===== src/rtl/year_countdown.sv =====
// Calendar down-counter: month/day/hh:mm:ss decremented one second per tick,
// leap-aware month borrow, halts (or wraps to Dec 31) at Jan 01 00:00:00.
module year_countdown #(
  parameter bit WRAP = 1'b0
) (
  input  logic       clk,
  input  logic       rst,
  input  logic       en,
  input  logic       leap,
  input  logic       load,
  input  logic [3:0] ld_month,
  input  logic [4:0] ld_day,
  input  logic [4:0] ld_hrs,
  input  logic [5:0] ld_min,
  input  logic [5:0] ld_sec,
  output logic [3:0] month,
  output logic [4:0] day,
  output logic [4:0] hrs,
  output logic [5:0] min,
  output logic [5:0] sec,
  output logic       running,
  output logic       done,
  output logic       load_err
);

  typedef enum logic [1:0] {
    S_IDLE,
    S_RUN,
    S_DONE
  } state_t;

  state_t r_state;
  state_t w_state_nxt;

  logic       w_ld_ok;
  logic       w_ld_term;
  logic       w_dec_term;
  logic [3:0] w_dec_month;
  logic [4:0] w_dec_day;
  logic [4:0] w_dec_hrs;
  logic [5:0] w_dec_min;
  logic [5:0] w_dec_sec;
  logic [3:0] w_month_nxt;
  logic [4:0] w_day_nxt;
  logic [4:0] w_hrs_nxt;
  logic [5:0] w_min_nxt;
  logic [5:0] w_sec_nxt;
  logic       w_done_nxt;
  logic       w_err_nxt;

  function automatic logic [4:0] dim(
    input logic [3:0] m,
    input logic       lp
  );
    case (m)
      4'd4, 4'd6, 4'd9, 4'd11: dim = 5'd30;
      4'd2:                    dim = lp ? 5'd29 : 5'd28;
      default:                 dim = 5'd31;
    endcase
  endfunction

  always_comb begin
    w_ld_ok = (ld_month >= 4'd1) && (ld_month <= 4'd12)
           && (ld_day >= 5'd1) && (ld_day <= dim(ld_month, leap))
           && (ld_hrs <= 5'd23) && (ld_min <= 6'd59)
           && (ld_sec <= 6'd59);
    w_ld_term = (ld_month == 4'd1) && (ld_day == 5'd1)
             && (ld_hrs == 5'd0) && (ld_min == 6'd0)
             && (ld_sec == 6'd0);
  end

  // One-second decrement with borrow ripple through all fields
  always_comb begin
    w_dec_month = month;
    w_dec_day   = day;
    w_dec_hrs   = hrs;
    w_dec_min   = min;
    w_dec_sec   = sec;
    if (sec != 6'd0) begin
      w_dec_sec = sec - 6'd1;
    end else begin
      w_dec_sec = 6'd59;
      if (min != 6'd0) begin
        w_dec_min = min - 6'd1;
      end else begin
        w_dec_min = 6'd59;
        if (hrs != 5'd0) begin
          w_dec_hrs = hrs - 5'd1;
        end else begin
          w_dec_hrs = 5'd23;
          if (day > 5'd1) begin
            w_dec_day = day - 5'd1;
          end else begin
            w_dec_month = month - 4'd1;
            w_dec_day   = dim(month - 4'd1, leap);
          end
        end
      end
    end
    w_dec_term = (w_dec_month == 4'd1) && (w_dec_day == 5'd1)
              && (w_dec_hrs == 5'd0) && (w_dec_min == 6'd0)
              && (w_dec_sec == 6'd0);
  end

  always_comb begin
    w_state_nxt = r_state;
    w_month_nxt = month;
    w_day_nxt   = day;
    w_hrs_nxt   = hrs;
    w_min_nxt   = min;
    w_sec_nxt   = sec;
    w_done_nxt  = 1'b0;
    w_err_nxt   = 1'b0;
    if (load) begin
      if (w_ld_ok) begin
        w_month_nxt = ld_month;
        w_day_nxt   = ld_day;
        w_hrs_nxt   = ld_hrs;
        w_min_nxt   = ld_min;
        w_sec_nxt   = ld_sec;
        w_state_nxt = w_ld_term ? S_DONE : S_RUN;
        w_done_nxt  = w_ld_term;
      end else begin
        w_err_nxt = 1'b1;
      end
    end else if (en) begin
      case (r_state)
        S_RUN: begin
          w_month_nxt = w_dec_month;
          w_day_nxt   = w_dec_day;
          w_hrs_nxt   = w_dec_hrs;
          w_min_nxt   = w_dec_min;
          w_sec_nxt   = w_dec_sec;
          w_state_nxt = w_dec_term ? S_DONE : S_RUN;
          w_done_nxt  = w_dec_term;
        end
        S_DONE: begin
          if (WRAP) begin
            w_month_nxt = 4'd12;
            w_day_nxt   = 5'd31;
            w_hrs_nxt   = 5'd23;
            w_min_nxt   = 6'd59;
            w_sec_nxt   = 6'd59;
            w_state_nxt = S_RUN;
          end
        end
        default: ;
      endcase
    end
  end

  always_ff @(posedge clk) begin
    if (rst) begin
      r_state  <= S_IDLE;
      month    <= 4'd1;
      day      <= 5'd1;
      hrs      <= 5'd0;
      min      <= 6'd0;
      sec      <= 6'd0;
      running  <= 1'b0;
      done     <= 1'b0;
      load_err <= 1'b0;
    end else begin
      r_state  <= w_state_nxt;
      month    <= w_month_nxt;
      day      <= w_day_nxt;
      hrs      <= w_hrs_nxt;
      min      <= w_min_nxt;
      sec      <= w_sec_nxt;
      running  <= (w_state_nxt == S_RUN);
      done     <= w_done_nxt;
      load_err <= w_err_nxt;
    end
  end

endmodule

===== config.mk =====
export PLATFORM = sky130hd
export DESIGN_NAME = year_countdown
export DESIGN_NICKNAME = d
export VERILOG_FILES = /design/src/rtl/year_countdown.sv
export SDC_FILE = /design/constraint.sdc
export NUM_CORES = 1
export LEC_CHECK = 0
export CORE_MARGIN = 5
export CORE_UTILIZATION = 46
export CTS_CLUSTER_DIAMETER = 40
export DETAILED_ROUTE_END_ITERATION = 10
export PLACE_DENSITY = 0.74
export REMOVE_ABC_BUFFERS = 1
export SKIP_CTS_REPAIR_TIMING = 1
export SLEW_MARGIN = 20
export SYNTH_ARGS = -nofsm -noshare
export SYNTH_HDL_FRONTEND = slang
export SYNTH_SLANG_ARGS = --single-unit

===== constraint.sdc =====
create_clock -name clk -period 2.8 [get_ports clk]
set_input_delay 0.56 -clock clk [delete_from_list [all_inputs] [get_ports clk]]
set_output_delay 0.56 -clock clk [all_outputs]
set_load 0.02 [all_outputs]

==> results by stage, run 1 <==
Setup path:
- The worst-path cell with the longest stage delay is sky130_fd_sc_hd__or4b_4.
- The critical path goes through inv_2, ha_4, or4b_4, o21ai_4, a32oi_1, a211o_1, or4_4, or4_4, and3_4, and2_4.
- Together, buffers and inverters on the worst path number 1.
- The maximum fanout along the worst path is 7.
- The dominant delay contributor by cell family on the critical path is simple AND/OR/NAND/NOR gates.
- The arrival time of the worst setup path is ~3300 ps.
- The worst setup path is launched from a flip-flop.
- The largest single stage delay on the critical path is 570 ps.
- The required time of the critical path is 3000 ps.
- In this design, the critical path's most frequently occurring cell is sky130_fd_sc_hd__or4_4.
- STA classifies the critical path endpoint as a flip-flop.
- The critical path is of the flip-flop to flip-flop type.

Floorplan:
- After floorplanning, the core was divided into 26 placement rows.
- The chip width is 83.74 um.
- The die covers 7012 sq um.
- The starting density of the core is 0.4805.
- The area of the core region is 5205 sq um.
- The die is between 80 and 90 um tall.
- The total I/O pin count is 60.

Final layout:
- The area growth from synthesis to layout is 64.58%.
- The finished layout holds 541 standard cells, fillers aside.
- The total non-filler cell area in the finished layout is 4116 sq um.
- For this run, the post-layout net count is just over 500.
- 0 antenna diodes ended up in the layout.
- The fraction of final layout cells with drive strength greater than 1 is 0.3142.
- The utilization after layout is 0.7909.

Global route:
- The wire length of the first global-routing pass is 14740 um.
- The total routing resource utilization after global routing is 0.2570.
- The number of global-route vias before repair came to 3003.
- Entering global routing, the biggest net connects 28 pins.
- The remaining global-route overflow is 0.
- The initial antenna violation count is 0.

Synthesis:
- The synthesis-stage register bit count is 31.
- The most common flop cell mapped by yosys is sky130_fd_sc_hd__dfxtp_1.
- The most frequently used cell type in the post-synthesis netlist is sky130_fd_sc_hd__nor2_1.
- Ranked by total cell area, the synthesized netlist is headed by sky130_fd_sc_hd__dfxtp_1, sky130_fd_sc_hd__ha_1, sky130_fd_sc_hd__nor2_1, sky130_fd_sc_hd__o21ai_0, sky130_fd_sc_hd__a211oi_1.
- The share of synthesized area in the top cell type comes to 0.2481.
- Counting flops with an async set or reset pin after synthesis yields a share of 0.
- The cell taking the most area after synthesis is sky130_fd_sc_hd__dfxtp_1.
- For this run, the number of Yosys warnings is 0.
- The number of distinct library cells after synthesis is 63.
- The synthesized netlist cell count is 330.
- The mean instance size in the synthesized netlist is 7.579 sq um.
- Counting instances in the post-synthesis netlist gives the leading cell types as sky130_fd_sc_hd__nor2_1, sky130_fd_sc_hd__dfxtp_1, sky130_fd_sc_hd__o21ai_0.
- The share of the Yosys chip area taken by registers is 0.2481.
- Counting flops with a built-in enable in the synthesized netlist gives 0.
- Summing every instance area after synthesis gives 2501 sq um.

Pwr:
- Of the total power, the share spent switching nets is 0.3781.
- The proportion of power drawn by combinational gates is 0.522.
- Of the total power, the clock network draws 0.229.
- The design draws 2.087 mW.
- The peak supply drop is 0.0003535 V.
- The analysis attributes to cell leakage a power of about 1.7 nW.
- The cell area power density is 506.9 nW/um^2.
- The power share of the sequential group is 0.249.
- The total internal power is between 1 and 1.5 mW.
- The switching power summed over all nets is 0.7889 mW.

Clocking:
- The number of buffers added by the clock tree synthesis step is 5.
- The clock-pin slew on the worst setup and hold paths is 70 ps.
- TritonCTS built the clock tree.
- The total number of clock tree sinks is 31.
- At the later pin of the worst-skew pair, clock insertion delay measures 290 ps.
- The H-tree depth is 2.
- The largest buffer count on any clock path is 2.
- The CTS root buffer is sky130_fd_sc_hd__clkbuf_8.

STA:
- Setup repair after global routing could not meet its margin everywhere.
- The actual slew at the worst max-slew pin is 905.6 ps.
- The max-slew violation count is 0.
- Final hold analysis gives a worst-case slack of 552.8 ps.
- Measured against its own limit, the worst slew margin works out to 0.3944.
- After layout, the worst setup slack is -278.8 ps.
- The final setup violation count is 5.
- The final cycle utilization of the critical path is 1.100.
- The count of endpoints failing hold in the final timing report came to 0.
- Static timing analysis puts the maximum clock frequency at 324.8 MHz.
- Adding up every negative setup slack in the final design gives -684.3 ps.
- Counting I/O delays and the setup requirement, the final critical path takes between 3000 and 4000 ps.
- The setup skew after layout is about 7.3 ps.

Hold path:
- The min-delay analysis places its worst path in the category flip-flop to flip-flop.

Outcome:
- The final reports fail on setup timing.
- The run finished, with violations left.

Drt:
- The number of detailed-route iterations in the first pass is 5.
- After detailed routing, the average wire length per cell comes to between 15 and 20 um.
- The number of violations reported at the end of detailed-routing iteration 0 is 355.
- The number of remaining DRC errors is 0.
- Once detail routing completed, the nets flagged for antenna violations numbered 0.
- The wire length reported by the detailed router is 10510 um.
- The total via count in the routed design is ~3400.
- In the routed layout, each cell is associated on average with a via count of 6.231.

Place:
- Once placement completed, the tool counted placed cells totaling 522.
- In this run the tool buffered the top-level ports with 59 buffer cells.
- The final weighted congestion of routability-driven global placement is 0.9521.
- The worst setup slack before clock tree synthesis is -650.4 ps.
- The estimated wirelength of the detail-placed design is 7153 um.
- Once placement finished, the instance area stood at 3701 sq um.

Job:
- The tool flagged a number of max-cap violations equal to 0.
-- power groups by stage --
stage	combinational, mW	clock (mW)	sequential, mW
final	1.09	0.477	0.520
after floorplan	0.411	0	0.589
after global placement	0.927	0	0.522
after detailed placement	0.944	0	0.524
after CTS	0.950	0.472	0.514
after global routing	1.16	0.494	0.524
-- sequential cells by signal, indices dropped and copies added, names as in the netlist --
name,count
done,1
month,4
day,5
min,6
load_err,1
hrs,5
r_state,2
sec,6
running,1
-- per-layer routing --
| metal | up-vias | global-route usage | wire length (um) |
|---|---|---|---|
| met2 | 230 | 0.4338 | 5046 |
| met3 | 42 | 0.03850 | 1006 |
| met1 | 1571 | 0.3208 | 3993 |
| met4 | 0 | 0.1155 | 459 |
| li1 | 1528 | - | - |
| met5 | - | 0 | 0 |
-- layout make-up --
cell class / instances / area, sq um
multi-input cells: 263 / 1918
fillers: 361 / 1089
clock inverters: 2 / 35.03
clock buffers: 6 / 82.58
repair buffers: 151 / 1304
inverters: 18 / 67.56
flip-flops and latches: 31 / 621.8
well taps: 70 / 87.58
-- worst reg2reg max path, delay by kind of cell (launching register included) --
| family | cells | cell delay (ps) |
|---|---|---|
| simple gates | 5 | 1870 |
| compound gates | 3 | 550 |
| flops | 1 | 330 |
| fa+ha+maj | 1 | 160 |
| buf+inv | 1 | 70 |
-- final timing paths --
| path | startpoint | end | slack [ps] | cells past startpoint |
|---|---|---|---|---|
| worst max-delay path | sec[0] | running | -280 | 10 |
| worst min-delay path | day[1] | day[1] | 550 | 2 |
| worst max register to register | sec[0] | running | -280 | 10 |
| worst min register to register | day[1] | day[1] | 550 | 2 |
-- logic make-up after synthesis --
group	after synthesis	share of synthesized area
AND/OR/NAND/NOR	141	0.3287
XOR/XNOR	7	0.02451
flip-flops	31	0.2481
buffers and inverters	37	0.06453
adder cells (fa/ha/maj)	13	0.06503
multiplexers	4	0.01601
AO/OA/AOI/OAI	97	0.2531
-- layout by cell type, fill, tap and decap left out, types with 11 or more instances in the layout --
cell                              Yosys  layout
sky130_fd_sc_hd__buf_4                0      90
sky130_fd_sc_hd__clkdlybuf4s50_1      0      53
sky130_fd_sc_hd__nor2_1              35      35
sky130_fd_sc_hd__dfxtp_1             31      30
sky130_fd_sc_hd__o21ai_0             26      25
sky130_fd_sc_hd__a21oi_1             21      17
sky130_fd_sc_hd__nand2_1             15      15
sky130_fd_sc_hd__inv_1               17      14
sky130_fd_sc_hd__nand3_1             13      13
sky130_fd_sc_hd__a211oi_1            15      12
sky130_fd_sc_hd__ha_1                13      11
Note: power is estimated with default switching activity, not from simulation.
==> inputs of run 2 (changes only) <==
- CORE_UTILIZATION: 46 -> 45
- PLACE_DENSITY: 0.74 -> 0.72
==> results by stage, run 2 (synthesis gave the netlist of run 1 again) <==
Outcome:
- Run status: finished, violations left (unchanged).
- Failing checks: setup timing (unchanged).

Setup path:
- The depth of the critical timing path with buffers and inverters included is 11 (was 10).
- The cell count of the worst reg-to-reg path was 11 (was 10).
- The kind of critical path is flip-flop to flip-flop (unchanged).
- The type of destination of the critical path is a flip-flop (unchanged).
- The maximum fanout along the worst path is 5 (was 7).
- The dominant delay contributor by cell family on the critical path is simple AND/OR/NAND/NOR gates (unchanged).
- The required time of the critical path is 2990 ps (was 3000 ps).
- The capture point of the critical path is running (unchanged).
- The delay of the slowest cell on the worst path is 560 ps (was 570 ps).
- The startpoint of the most critical register-to-register path is sec[1] (was sec[0]).
- The worst-path cell with the longest stage delay is sky130_fd_sc_hd__or4_4 (was sky130_fd_sc_hd__or4b_4).
- The timing startpoint of the critical path is sec[1] (was sec[0]).
- The reg-to-reg endpoint was running (unchanged).
- The setup slack of the most critical reg-to-reg path is -210 ps (was -280 ps).
- The most frequent cell on the critical path is sky130_fd_sc_hd__or4_4 (unchanged).
- The count of buffer and inverter cells on the critical path was 2 (was 1).
- The nature of the critical path startpoint is a flip-flop (unchanged).
- Sequence of cells on the critical path: inv_2, ha_4, or4b_4, buf_12, nor2_4, nand3_2, o31a_1, or4_4, or4_4, and3_4, and2_4 (was inv_2, ha_4, or4b_4, o21ai_4, a32oi_1, a211o_1, or4_4, or4_4, and3_4, and2_4).
- The arrival time of the worst setup path is 3200 ps (was 3280 ps).

Place:
- The count of buffers inserted at the top-level ports is 59 (unchanged).
- The final weighted congestion of routability-driven global placement is 0.8922 (was 0.9521).
- The area after detailed placement is 3754 sq um (was 3701 sq um).
- The estimated wirelength of the detail-placed design is 7004 um (was 7153 um).

Drt:
- The wire length reported by the detailed router is 9675 um (was 10510 um).
- The sum of routed wire segments on met1 is 3997 um (was 3993 um).
- The remaining antenna violation count is 0 (unchanged).
- The mean number of vias per cell is 5.984 (was 6.231).
- The met2 layer wire length in the routed design came to 4671 um (was 5046 um).
- The detailed-routed wire length on met3 is 752 um (was 1006 um).
- The number of violations reported at the end of detailed-routing iteration 0 is 275 (was 355).
- The total via count in the routed design is 3315 (was 3371).
- The number of detailed-route iterations in the first pass was 5 (unchanged).
- The wire length per cell is 17.46 um (was 19.42 um).
- The number of remaining DRC errors came to 0 (unchanged).
- The uppermost metal layer occupied by signal nets is met4 (unchanged).

Floorplan:
- The die extent in y was 84.55 um (was 83.74 um).
- The total number of placement rows is 27 (was 26).
- The chip width is 84.55 um (was 83.74 um).
- The total I/O pin count is 60 (unchanged).
- The starting density of the core was 0.4599 (was 0.4805).
- The area of the core region is 5439 sq um (was 5205 sq um).
- The die area is 7149 sq um (was 7012 sq um).

Global route:
- The wire length of the first global-routing pass is 14550 um (was 14740 um).
- The initial antenna violation count is 0 (unchanged).
- The number of global-route vias before repair was 3012 (was 3003).
- The maximum number of pins on one net before global-route repair came to 36 (was 28).
- The total routing resource utilization after global routing is 0.2470 (was 0.2570).
- The remaining global-route overflow is 0 (unchanged).

Clocking:
- The clock-pin slew on the worst setup and hold paths is 70 ps (about the same).
- The total number of clock tree sinks is 31 (unchanged).
- The clock tree from TritonCTS is yes (unchanged).
- The largest buffer count on any clock path is 2 (unchanged).
- The CTS root buffer was sky130_fd_sc_hd__clkbuf_8 (unchanged).
- The H-tree depth is 2 (unchanged).
- The clock latency at the later pin of the worst-skew pair is 290 ps (about the same).
- The number of buffers added by the clock tree synthesis step is 5 (unchanged).

STA:
- The worst slack on hold paths was 553.6 ps (was 552.8 ps).
- The maximum frequency from static timing analysis is 332.3 MHz (was 324.8 MHz).
- The final setup violation count is 3 (was 5).
- The max-slew violation count is 0 (unchanged).
- The actual slew at the worst max-slew pin was 701.0 ps (was 905.6 ps).
- Setup repair after global routing missed its margin: true (unchanged).
- The final critical delay including setup and external delays is 3009 ps (was 3079 ps).
- The count of endpoints failing hold in the final timing report is 0 (unchanged).
- The final cycle utilization of the critical path came to 1.075 (was 1.100).
- The final worst-path setup slack is -209.4 ps (was -278.8 ps).
- The setup skew after layout came to 8.759 ps (was 7.256 ps).
- The worst max-slew margin expressed relative to the limit is 0.5312 (was 0.3944).

Job:
- The count of max-cap constraint violations is 0 (unchanged).

Final layout:
- The fraction of final layout cells with drive strength greater than 1 is 0.3278 (was 0.3142).
- Leading cell types in the layout, fill and taps excluded: sky130_fd_sc_hd__buf_4, sky130_fd_sc_hd__clkdlybuf4s50_1, sky130_fd_sc_hd__nor2_1 (unchanged).
- The number of antenna diodes is 0 (unchanged).
- The total non-filler cell area in the finished layout is 4220 sq um (was 4116 sq um).
- Registers with the highest flip-flop counts: min (6), sec (6) (unchanged).
- The register area is 621.8 sq um (unchanged).
- The total of fill cells in the finished design is 386 (was 361).
- The multi-input logic area is 1923 sq um (was 1918 sq um).
- The most common cell after layout, fill and taps aside is sky130_fd_sc_hd__buf_4 (unchanged).
- The area overhead of the layout relative to synthesis is 68.73% (was 64.58%).
- The final net count is 525 (was 514).

Pwr:
- The leakage power of the design is 1.736 nW (was 1.681 nW).
- The peak supply drop is 0.0002892 V (was 0.0003535 V).
- The cell area power density is 477.1 nW/um^2 (was 506.9 nW/um^2).

Hold path:
- The worst hold-check path type is flip-flop to flip-flop (unchanged).
-- run 2: cell count changes in the layout (fill, tap and decap cells not counted), sizes merged --
cell and delta:
clkbuf +2, buf +10, bufinv -1
-- run 2: where the power goes --
group,internal [mW],total (mW),switching (mW)
logic,0.582,1.13,0.551
clock network,0.174,0.355,0.181
registers,0.481,0.525,0.0435
total,1.24,2.01,0.775
-- run 2: layout make-up --
| type | count | area share |
|---|---|---|
| clock buffers | 7 | 0.01808 |
| clock inverters | 1 | 0.001186 |
| inverters | 18 | 0.01601 |
| multi-input cells | 263 | 0.4557 |
| flip-flops and latches | 31 | 0.1473 |
| well taps | 72 | 0.02135 |
| repair buffers | 162 | 0.3404 |
-- run 2: routing by layer --
layer | global-route usage | up-vias
li1 | - | 1547
met5 | 0 | -
met1 | 0.3187 | 1565
met3 | 0.04416 | 29
met4 | 0.1151 | 0
met2 | 0.3986 | 174
-- run 2: worst reg2reg max path, delay by kind of cell (launching register included) --
| kind | cells | cell delay (ps) |
|---|---|---|
| compound gates | 1 | 110 |
| flops | 1 | 320 |
| fa+ha+maj | 1 | 160 |
| simple gates | 7 | 2090 |
| buf+inv | 2 | 230 |
-- run 2: metrics by stage --
step	TNS [ps]	utilization	power (mW)	std cells	worst slack, ps
6_report	-460.0	0.7759	2.014	554	-209.4
5_1_grt	-819.2	0.7759	2.117	554	-290.5
4_1_cts	-10070	0.7051	1.844	537	-451.1
3_5_place_dp	-17680	0.6901	1.491	529	-733.6
3_3_place_gp	-14370	0.6901	1.474	529	-611.4
2_1_floorplan	-892.6	-	1.000	311	-295.9
-- run 2: how the worst min path moves through the flow --
stage               startpoint      to  slack, ps  depth (start not counted)
CTS                     min[2]  min[2]        510                          2
finish                  min[2]  min[2]        550                          2
global placement        min[2]  min[2]        490                          2
global route            min[2]  min[2]        550                          2
floorplan           r_state[0]    done        550                          3
detailed placement      min[2]  min[2]        500                          2
==> inputs of run 3 (changes only) <==
- HOLD_SLACK_MARGIN: unset -> 0.12
==> results of run 3 <==
Final layout, timing and power as in run 2 (identical DEF).
